`src/rtl/mux2_rr_arbiter_pkg.sv`:
```
// Shared definitions for the two-requester round-robin mux arbiter.
// The state encodings live here once and are imported by the RTL and the bench.
package mux2_rr_arbiter_pkg;

  localparam int unsigned CntW = 4;

  typedef enum logic [1:0] {
    StIdle = 2'd0,
    StOwnA = 2'd1,
    StOwnB = 2'd2
  } arb_state_e;

endpackage

```
`src/rtl/mux2_rr_arbiter_if.sv`:
```
// Request/grant and data bundle between two requesters and the shared output path.
interface mux2_rr_arbiter_if #(
  parameter int unsigned WIDTH = 4
);
  logic             req_a;
  logic             req_b;
  logic [WIDTH-1:0] A;
  logic [WIDTH-1:0] B;
  logic             gnt_a;
  logic             gnt_b;
  logic             S;
  logic             E;
  logic [WIDTH-1:0] Y;

  modport master (
    output req_a, req_b, A, B,
    input  gnt_a, gnt_b, S, E, Y
  );

  modport slave (
    input  req_a, req_b, A, B,
    output gnt_a, gnt_b, S, E, Y
  );
endinterface

```
`src/rtl/mux_quad_2x1.sv`:
```
// WIDTH-bit 2:1 multiplexer with active-low enable; disabled output is zero.
module mux_quad_2x1 #(
  parameter int unsigned WIDTH = 4
) (
  input  logic [WIDTH-1:0] a_i,
  input  logic [WIDTH-1:0] b_i,
  input  logic             s_i,
  input  logic             en_ni,
  output logic [WIDTH-1:0] y_o
);

  always_comb begin
    y_o = '0;
    if (!en_ni) begin
      y_o = s_i ? b_i : a_i;
    end
  end

endmodule

```
`src/rtl/mux2_rr_arbiter.sv`:
```
// Round-robin arbiter granting one of two requesters the shared output mux,
// with a bounded tenure of HOLD cycles before yielding to a waiting peer.
module mux2_rr_arbiter
  import mux2_rr_arbiter_pkg::*;
#(
  parameter int unsigned WIDTH = 4,
  parameter int unsigned HOLD  = 3
) (
  input logic              clk,
  input logic              rst,
  mux2_rr_arbiter_if.slave bus
);

  localparam logic [CntW-1:0] HoldLd = CntW'(HOLD - 1);

  arb_state_e      state_q, state_d;
  logic            ptr_q, ptr_d;   // last owner: 0 = A, 1 = B
  logic [CntW-1:0] cnt_q, cnt_d;
  logic            s_q, s_d;

  always_comb begin
    state_d = state_q;
    ptr_d   = ptr_q;
    cnt_d   = cnt_q;

    case (state_q)
      StIdle: begin
        if (bus.req_a && bus.req_b) begin
          state_d = ptr_q ? StOwnA : StOwnB;
        end else if (bus.req_a) begin
          state_d = StOwnA;
        end else if (bus.req_b) begin
          state_d = StOwnB;
        end
      end
      StOwnA: begin
        if (!bus.req_a) begin
          state_d = bus.req_b ? StOwnB : StIdle;
        end else if (cnt_q != '0) begin
          cnt_d = cnt_q - 1'b1;
        end else if (bus.req_b) begin
          state_d = StOwnB;
        end else begin
          cnt_d = HoldLd;
        end
      end
      StOwnB: begin
        if (!bus.req_b) begin
          state_d = bus.req_a ? StOwnA : StIdle;
        end else if (cnt_q != '0) begin
          cnt_d = cnt_q - 1'b1;
        end else if (bus.req_a) begin
          state_d = StOwnA;
        end else begin
          cnt_d = HoldLd;
        end
      end
      default: state_d = StIdle;
    endcase

    // Any entry into an ownership state starts a fresh tenure.
    if (state_d != state_q && state_d != StIdle) begin
      cnt_d = HoldLd;
      ptr_d = (state_d == StOwnB);
    end

    s_d = s_q;
    if (state_d == StOwnA) begin
      s_d = 1'b0;
    end else if (state_d == StOwnB) begin
      s_d = 1'b1;
    end
  end

  always_ff @(posedge clk or posedge rst) begin
    if (rst) begin
      state_q <= StIdle;
      ptr_q   <= 1'b1;
      cnt_q   <= '0;
      s_q     <= 1'b0;
    end else begin
      state_q <= state_d;
      ptr_q   <= ptr_d;
      cnt_q   <= cnt_d;
      s_q     <= s_d;
    end
  end

  // Decoded straight from the state flop so grants never see req combinationally.
  assign bus.gnt_a = (state_q == StOwnA);
  assign bus.gnt_b = (state_q == StOwnB);
  assign bus.E     = (state_q == StIdle);
  assign bus.S     = s_q;

  mux_quad_2x1 #(
    .WIDTH(WIDTH)
  ) u_mux (
    .a_i  (bus.A),
    .b_i  (bus.B),
    .s_i  (s_q),
    .en_ni(bus.E),
    .y_o  (bus.Y)
  );

endmodule

```
`src/flat_wrapper.sv`:
```
// flat-port wrapper written by rule: the top's interface ports become plain ports
module mux2_rr_arbiter_flat import mux2_rr_arbiter_pkg::*;
#(
  parameter int unsigned WIDTH = 4,
  parameter int unsigned HOLD  = 3
)
  (clk, rst, bus_req_a, bus_req_b, bus_A, bus_B, bus_gnt_a, bus_gnt_b, bus_S, bus_E, bus_Y);
  mux2_rr_arbiter_if #(.WIDTH(WIDTH)) bus_i ();
  input logic clk;
  input logic rst;
  input wire logic [$bits(bus_i.req_a)-1:0] bus_req_a;
  input wire logic [$bits(bus_i.req_b)-1:0] bus_req_b;
  input wire logic [$bits(bus_i.A)-1:0] bus_A;
  input wire logic [$bits(bus_i.B)-1:0] bus_B;
  output wire logic [$bits(bus_i.gnt_a)-1:0] bus_gnt_a;
  output wire logic [$bits(bus_i.gnt_b)-1:0] bus_gnt_b;
  output wire logic [$bits(bus_i.S)-1:0] bus_S;
  output wire logic [$bits(bus_i.E)-1:0] bus_E;
  output wire logic [$bits(bus_i.Y)-1:0] bus_Y;
  assign bus_i.req_a = bus_req_a;
  assign bus_i.req_b = bus_req_b;
  assign bus_i.A = bus_A;
  assign bus_i.B = bus_B;
  assign bus_gnt_a = bus_i.gnt_a;
  assign bus_gnt_b = bus_i.gnt_b;
  assign bus_S = bus_i.S;
  assign bus_E = bus_i.E;
  assign bus_Y = bus_i.Y;
  mux2_rr_arbiter #(.WIDTH(WIDTH), .HOLD(HOLD)) u_core (.clk(clk), .rst(rst), .bus(bus_i));
endmodule
```
`config.mk`:
```
export PLATFORM = sky130hd
export DESIGN_NAME = mux2_rr_arbiter_flat
export DESIGN_NICKNAME = d
export VERILOG_FILES = /design/src/rtl/mux2_rr_arbiter_pkg.sv /design/src/rtl/mux2_rr_arbiter_if.sv /design/src/rtl/mux_quad_2x1.sv /design/src/rtl/mux2_rr_arbiter.sv /design/src/flat_wrapper.sv
export SDC_FILE = /design/constraint.sdc
export NUM_CORES = 1
export LEC_CHECK = 0
export BUFFER_PORTS_ARGS = -buffer_cell sky130_fd_sc_hd__buf_4
export CAP_MARGIN = 20
export CORE_ASPECT_RATIO = 1.1
export CORE_MARGIN = 2
export CORE_UTILIZATION = 30
export CTS_CLUSTER_SIZE = 28
export DETAILED_ROUTE_END_ITERATION = 7
export GPL_ROUTABILITY_DRIVEN = 0
export SYNTH_ARGS = -nofsm -noshare
export SYNTH_HDL_FRONTEND = slang
export SYNTH_HIERARCHICAL = 1
export SYNTH_SLANG_ARGS = --single-unit
```
`constraint.sdc`:
```
create_clock -name clk -period 2.9 [get_ports clk]
set_clock_uncertainty 0.2 [all_clocks]
set_input_delay 0.29 -clock clk [delete_from_list [all_inputs] [get_ports clk]]
set_output_delay 0.29 -clock clk [all_outputs]
set_load 0.02 [all_outputs]
```
==> results.yml, run 1 <==
pwr:
  switchingPower_mw: 0.530
  powerDensity_mw_per_mm2: 1100
  internal-power_mw: 0.702
  p_seq_frac: 0.171
  power_leakage_nw: 0.553
  combPwrFrac: 0.752
  vdd_drop_max_v: 0.000566
  switching_share: 0.430
  clkPwrFrac: 0.076
detailed_routing:
  wire_per_inst_um: 12.6
  ant_nets: 0
  viasPerCell: 4.88
  num_vias: 727
  drc_errors: 0
  drt_pass1_iterations: 4
  routed_wl_um: 1870
  first_iter_violations: 8
run:
  drv_cap: 0
critical_path:
  crit-reg2reg-launch: "u_core/state_q[0]"
  crit_type: "reg2reg"
  critPathCaptureType: "flip-flop"
  crit_required_ns: 2.88
  worstSetupStartpointType: "flip-flop"
  r2r_end: "u_core/ptr_q"
  r2r_slack_ns: 0.06
  crit_start: "u_core/state_q[0]"
  cp-endpoint: "u_core/ptr_q"
  r2r_cells: 8
  worstPathMaxFanout: 5
  cp.arrival_ns: 2.82
grt:
  grt_usage: 0.151
  antenna_found_initial: 0
  overflow: 0
  grt_pass1_vias: 747
  grt_pass1_wl_um: 3340
  grt_start_max_net_pins: 9
status:
  status: "completed"
sta:
  period_share: 0.981
  fin_crit_ns: 2.84
  tightest_slew_ns: 0.421
  setup_viol: 0
  maxSlewHeadroom: 0.715
  slew_violations: 0
  hold_viol: 0
  fmax_mhz: 352
  fin_ws_ns: 0.0560
layout:
  diodes: 0
  layout_commonest_cell: "buf_4"
  fin_util: 0.487
  syn_to_final_growth_pct: 50.8
  layout.nets: 141
  drive_gt1_frac: 0.487
  final_cell_mix: "buf_4, nor2_1, inv_1"
place:
  dp_slack_ns: 0.0189
  io_buffers: 19
  post-dp-hpwl_um: 1550
clock_network:
  numCtsBuffers: 3
  root_buffer: "clkbuf_4"
  cts_tree: "yes"
  h-tree-depth: 1
  cts.clk_slew.worst_paths_ns: 0.06
  clockBufferDepth: 2
  cts.sinks: 8
  clk_latency_ns: 0.26
synthesis:
  synth_seq_cells: 8
  yosys_warnings: 6
  synthesis.nets: 102
  ys_seq_area_frac: 0.272
  synth.distinct_cells: 32
  async_flop_share: 1.00
  avgSynthCellArea_um2: 9.16
  synth_area_um2: 742
  netlist_instances: 81
  ys.flop_type: "dfrtp_1"
  synth_edf_count: 0
die:
  die_w_um: 51.4
  ios: 20
  initial_core_util: 0.323
  num_rows: 18
  fp.coreArea_mm2: 0.00230
  fp.dieArea_mm2: 0.00289
  dieHeight_um: 56.2
min_path:
  hold_path_class: "in2async"
-- through the flow --
step / power, mW / TNS (ns) / area [µm²] / hold WS (ns) / std cells
after floorplan: 0.764 / 0 / 776 / -0.0951 / 81
after global placement: 1.07 / 0 / 1030 / 0.0602 / 140
after detailed placement: 1.08 / 0 / 1030 / 0.0623 / 140
after CTS: 1.19 / 0 / 1080 / 0.335 / 146
after global routing: 1.34 / -0.0262 / 1120 / 0.359 / 149
final: 1.23 / 0 / 1120 / 0.327 / 149
-- worst max-delay path, cell delays in order (launching register included) --
cell and delay, ns:
dfrtp_1 0.44, ha_1 0.26, or4_4 0.53, and3_4 0.19, ha_2 0.18, or2_2 0.27, a311o_1 0.31, o2111ai_4 0.09
mux2_4 0.31
-- registers in the layout, indices dropped and copies added, names as in the netlist --
name	count
u_core/state_q	2
u_core/cnt_q	4
u_core/bus.S	1
u_core/ptr_q	1
-- Yosys cell counts, types with 2 or more instances --
cell / count / share of area
inv_1: 11 / 0.056
nor2_1: 10 / 0.051
ha_1: 9 / 0.15
dfrtp_1: 7 / 0.24
mux2i_1: 6 / 0.081
a21oi_1: 3 / 0.020
nand2_1: 3 / 0.015
nand4_1: 3 / 0.025
a211o_1: 2 / 0.024
a311o_1: 2 / 0.027
o21ai_0: 2 / 0.013
o311ai_1: 2 / 0.024
or2_2: 2 / 0.017
-- routing by layer --
metal | track usage | routed length (µm) | up-vias | share of wire
li1 | - | - | 366 | -
met1 | 0.191 | 841 | 350 | 0.45
met2 | 0.247 | 961 | 9 | 0.51
met3 | 0.0484 | 56 | 2 | 0.030
met4 | 0.0338 | 12 | 0 | 0.0064
met5 | 0 | 0 | - | 0
-- how the worst min path moves through the flow --
stage	startpoint	endpoint	slack (ns)
2_1_floorplan	rst	u_core/bus.S	-0.1
3_3_place_gp	rst	u_core/cnt_q[2]	0.06
3_5_place_dp	rst	u_core/cnt_q[0]	0.06
4_1_cts	rst	u_core/cnt_q[2]	0.34
5_1_grt	rst	u_core/cnt_q[2]	0.36
6_report	rst	u_core/cnt_q[2]	0.33
-- final cells by class --
cell class                      count  area [µm²]
Tap cell                           30        37.5
Inverter                           12        45.0
Clock buffer                        4        26.3
Sequential cell                     8         203
Multi-Input combinational cell     60         542
Fill cell                         224        1180
Timing Repair Buffer               35         265
-- what timing repair did --
item	in CTS	in global routing
hold buffers	1	0
endpoints found under the hold margin	7	0
resized for setup	1	5
setup endpoints to repair	1	5
pin swaps	3	3
setup buffers	1	3
-- power by group through the flow --
stage               clock [mW]  sequential, mW  combinational (mW)
detailed placement           0           0.210               0.872
global route             0.107           0.216                1.02
CTS                     0.0968           0.208               0.888
global placement             0           0.209               0.860
finish                  0.0941           0.211               0.927
floorplan                    0           0.200               0.563
-- cells by family (layout without fill, tap and decap cells) --
logic type                 count (synthesis)  in the layout  share of synthesized area
AOI/OAI and AO/OA                         16             16                      0.194
adders and majority gates                  9              9                      0.152
muxes                                      7              7                      0.101
DFF                                        8              8                      0.272
buffers and inverters                     13             51                     0.0674
and+or+nand+nor                           28             28                      0.214
Power figures use the tool's default switching activity.
==> inputs of run 2 (changes only) <==
Settings changed: CORE_UTILIZATION 30 to 45, PLACE_DENSITY set to 0.73.
==> run 2 against run 1 <==
First-iteration DRC count up 110%. Design area up 4.5%. Hold slack better by 0.017 ns. Power up 11%. Fmax up 1.2%. Clock power down 6.3%. Utilization up 26 points. Global-route usage up 9.6 points. Non-clock buffer count up 2. Flip-flop and latch count unchanged. Sequential power up 2%. Critical path type unchanged. Critical endpoint unchanged.
==> results.yml, run 2 (same netlist as run 1, synthesis figures left out) <==
status:
  status: "completed"
grt:
  grt_start_max_net_pins: 9
  grt_pass1_wl_um: 3600
  grt_usage: 0.248
  overflow: 0
  grt_pass1_vias: 809
  antenna_found_initial: 0
clock_network:
  numCtsBuffers: 3
  cts.clk_slew.worst_paths_ns: 0.05
  root_buffer: "clkbuf_4"
  clk_latency_ns: 0.25
  clockBufferDepth: 2
  cts.sinks: 8
  h-tree-depth: 1
  cts_tree: "yes"
place:
  placed_area_mm2: 0.00100
  post-dp-hpwl_um: 1550
  io_buffers: 19
  dp_slack_ns: -0.0227
die:
  num_rows: 15
  dieHeight_um: 46.6
  fp.dieArea_mm2: 0.00199
  die_w_um: 42.7
  ios: 20
  fp.coreArea_mm2: 0.00156
  initial_core_util: 0.476
layout:
  layout.nets: 143
  nFillCells: 111
  largest_register: "u_core/cnt_q"
  seqCellArea_um2: 203
  design_area_mm2: 0.00117
  fin_util: 0.750
  reg_top3: "u_core/cnt_q: 4 flops, u_core/state_q: 2 flops"
  layout_commonest_cell: "buf_4"
  largest_reg_flops: 4
  drive_gt1_frac: 0.537
  diodes: 0
  final_cell_mix: "buf_4, nor2_1"
  syn_to_final_growth_pct: 57.5
  multi_input_area_um2: 593
critical_path:
  r2r_cells: 8
  cp.arrival_ns: 2.78
  r2r_end: "u_core/ptr_q"
  crit_type: "reg2reg"
  worstPathMaxFanout: 7
  crit_required_ns: 2.87
  r2r_slack_ns: 0.09
  critPathCaptureType: "flip-flop"
  worstSetupStartpointType: "flip-flop"
  crit-reg2reg-launch: "u_core/state_q[0]"
run:
  drv_cap: 0
sta:
  slew_violations: 0
  fin_tns_setup_ns: 0
  period_share: 0.969
  fmax_mhz: 356
  tightest_slew_ns: 0.403
  rsz0062_at_grt: "no"
  setup_viol: 0
  maxSlewHeadroom: 0.731
  hold_viol: 0
  fin_crit_ns: 2.81
  fin_ws_ns: 0.0896
detailed_routing:
  first_iter_violations: 17
  num_vias: 779
  routed_wl_um: 2150
  wire_per_inst_um: 15.6
  drc_errors: 0
  ant_nets: 0
  drt_pass1_iterations: 4
  viasPerCell: 5.64
pwr:
  vdd_drop_max_v: 0.000760
  power_leakage_nw: 0.569
  powerDensity_mw_per_mm2: 1170
min_path:
  hold_path_class: "in2async"
run 2: cell count changes in the layout (fill, tap and decap cells not counted), moves of 2 or more:
cell	previous run	this run
inv_2	4	6
inv_1	8	6
buf_4	34	36
ha_2	3	1
ha_4	1	4
run 2: power by group:
part | internal (mW) | switching [mW]
combinational | 0.561 | 0.498
sequential | 0.160 | 0.0559
clock | 0.0525 | 0.0357
total | 0.773 | 0.590
run 2: layer usage:
metal / track usage / vias to the layer above / share of wire
met4: 0.131 / 0 / 0.030
met5: 0 / - / 0
met1: 0.281 / 365 / 0.41
met2: 0.448 / 27 / 0.51
li1: - / 378 / -
met3: 0.0392 / 9 / 0.055
run 2: repair_timing:
item                                    CTS  global route
hold endpoints to repair                  7             0
gates resized for setup                   5            11
endpoints found under the setup margin    1             5
setup buffers                             4             4
hold buffers                              1             0
pin swaps                                 4             5
run 2: worst max path at each step:
stage / from / slack (ns) / end
after floorplan: u_core/cnt_q[0] / 0.01 / u_core/ptr_q
after global placement: u_core/cnt_q[1] / 0.05 / u_core/ptr_q
after detailed placement: u_core/cnt_q[1] / -0.02 / u_core/ptr_q
after CTS: u_core/cnt_q[0] / 0.01 / u_core/ptr_q
after global routing: u_core/cnt_q[1] / 0.007 / u_core/cnt_q[1]
final: u_core/state_q[0] / 0.09 / u_core/ptr_q
run 2: per-stage QoR:
stage,std cells,power [mW],hold WS (ns)
2_1_floorplan,81,0.764,-0.0951
3_3_place_gp,125,1.03,0.0511
3_5_place_dp,125,1.07,0.0478
4_1_cts,134,1.25,0.336
5_1_grt,138,1.46,0.363
6_report,138,1.36,0.344
run 2: critical path, stage by stage, from the launching register on:
cell and delay [ns]:
dfrtp_2 0.47, ha_1 0.25, or4_4 0.53, and3_4 0.20
ha_4 0.15, or2_4 0.21, a311o_1 0.31, o2111ai_4 0.09
mux2_4 0.32
run 2: final cells by class:
class | count | share of cell area
Clock buffer | 4 | 0.0225
Inverter | 12 | 0.0385
Multi-Input combinational cell | 60 | 0.507
Sequential cell | 8 | 0.173
Tap cell | 17 | 0.0182
Timing Repair Buffer | 37 | 0.240
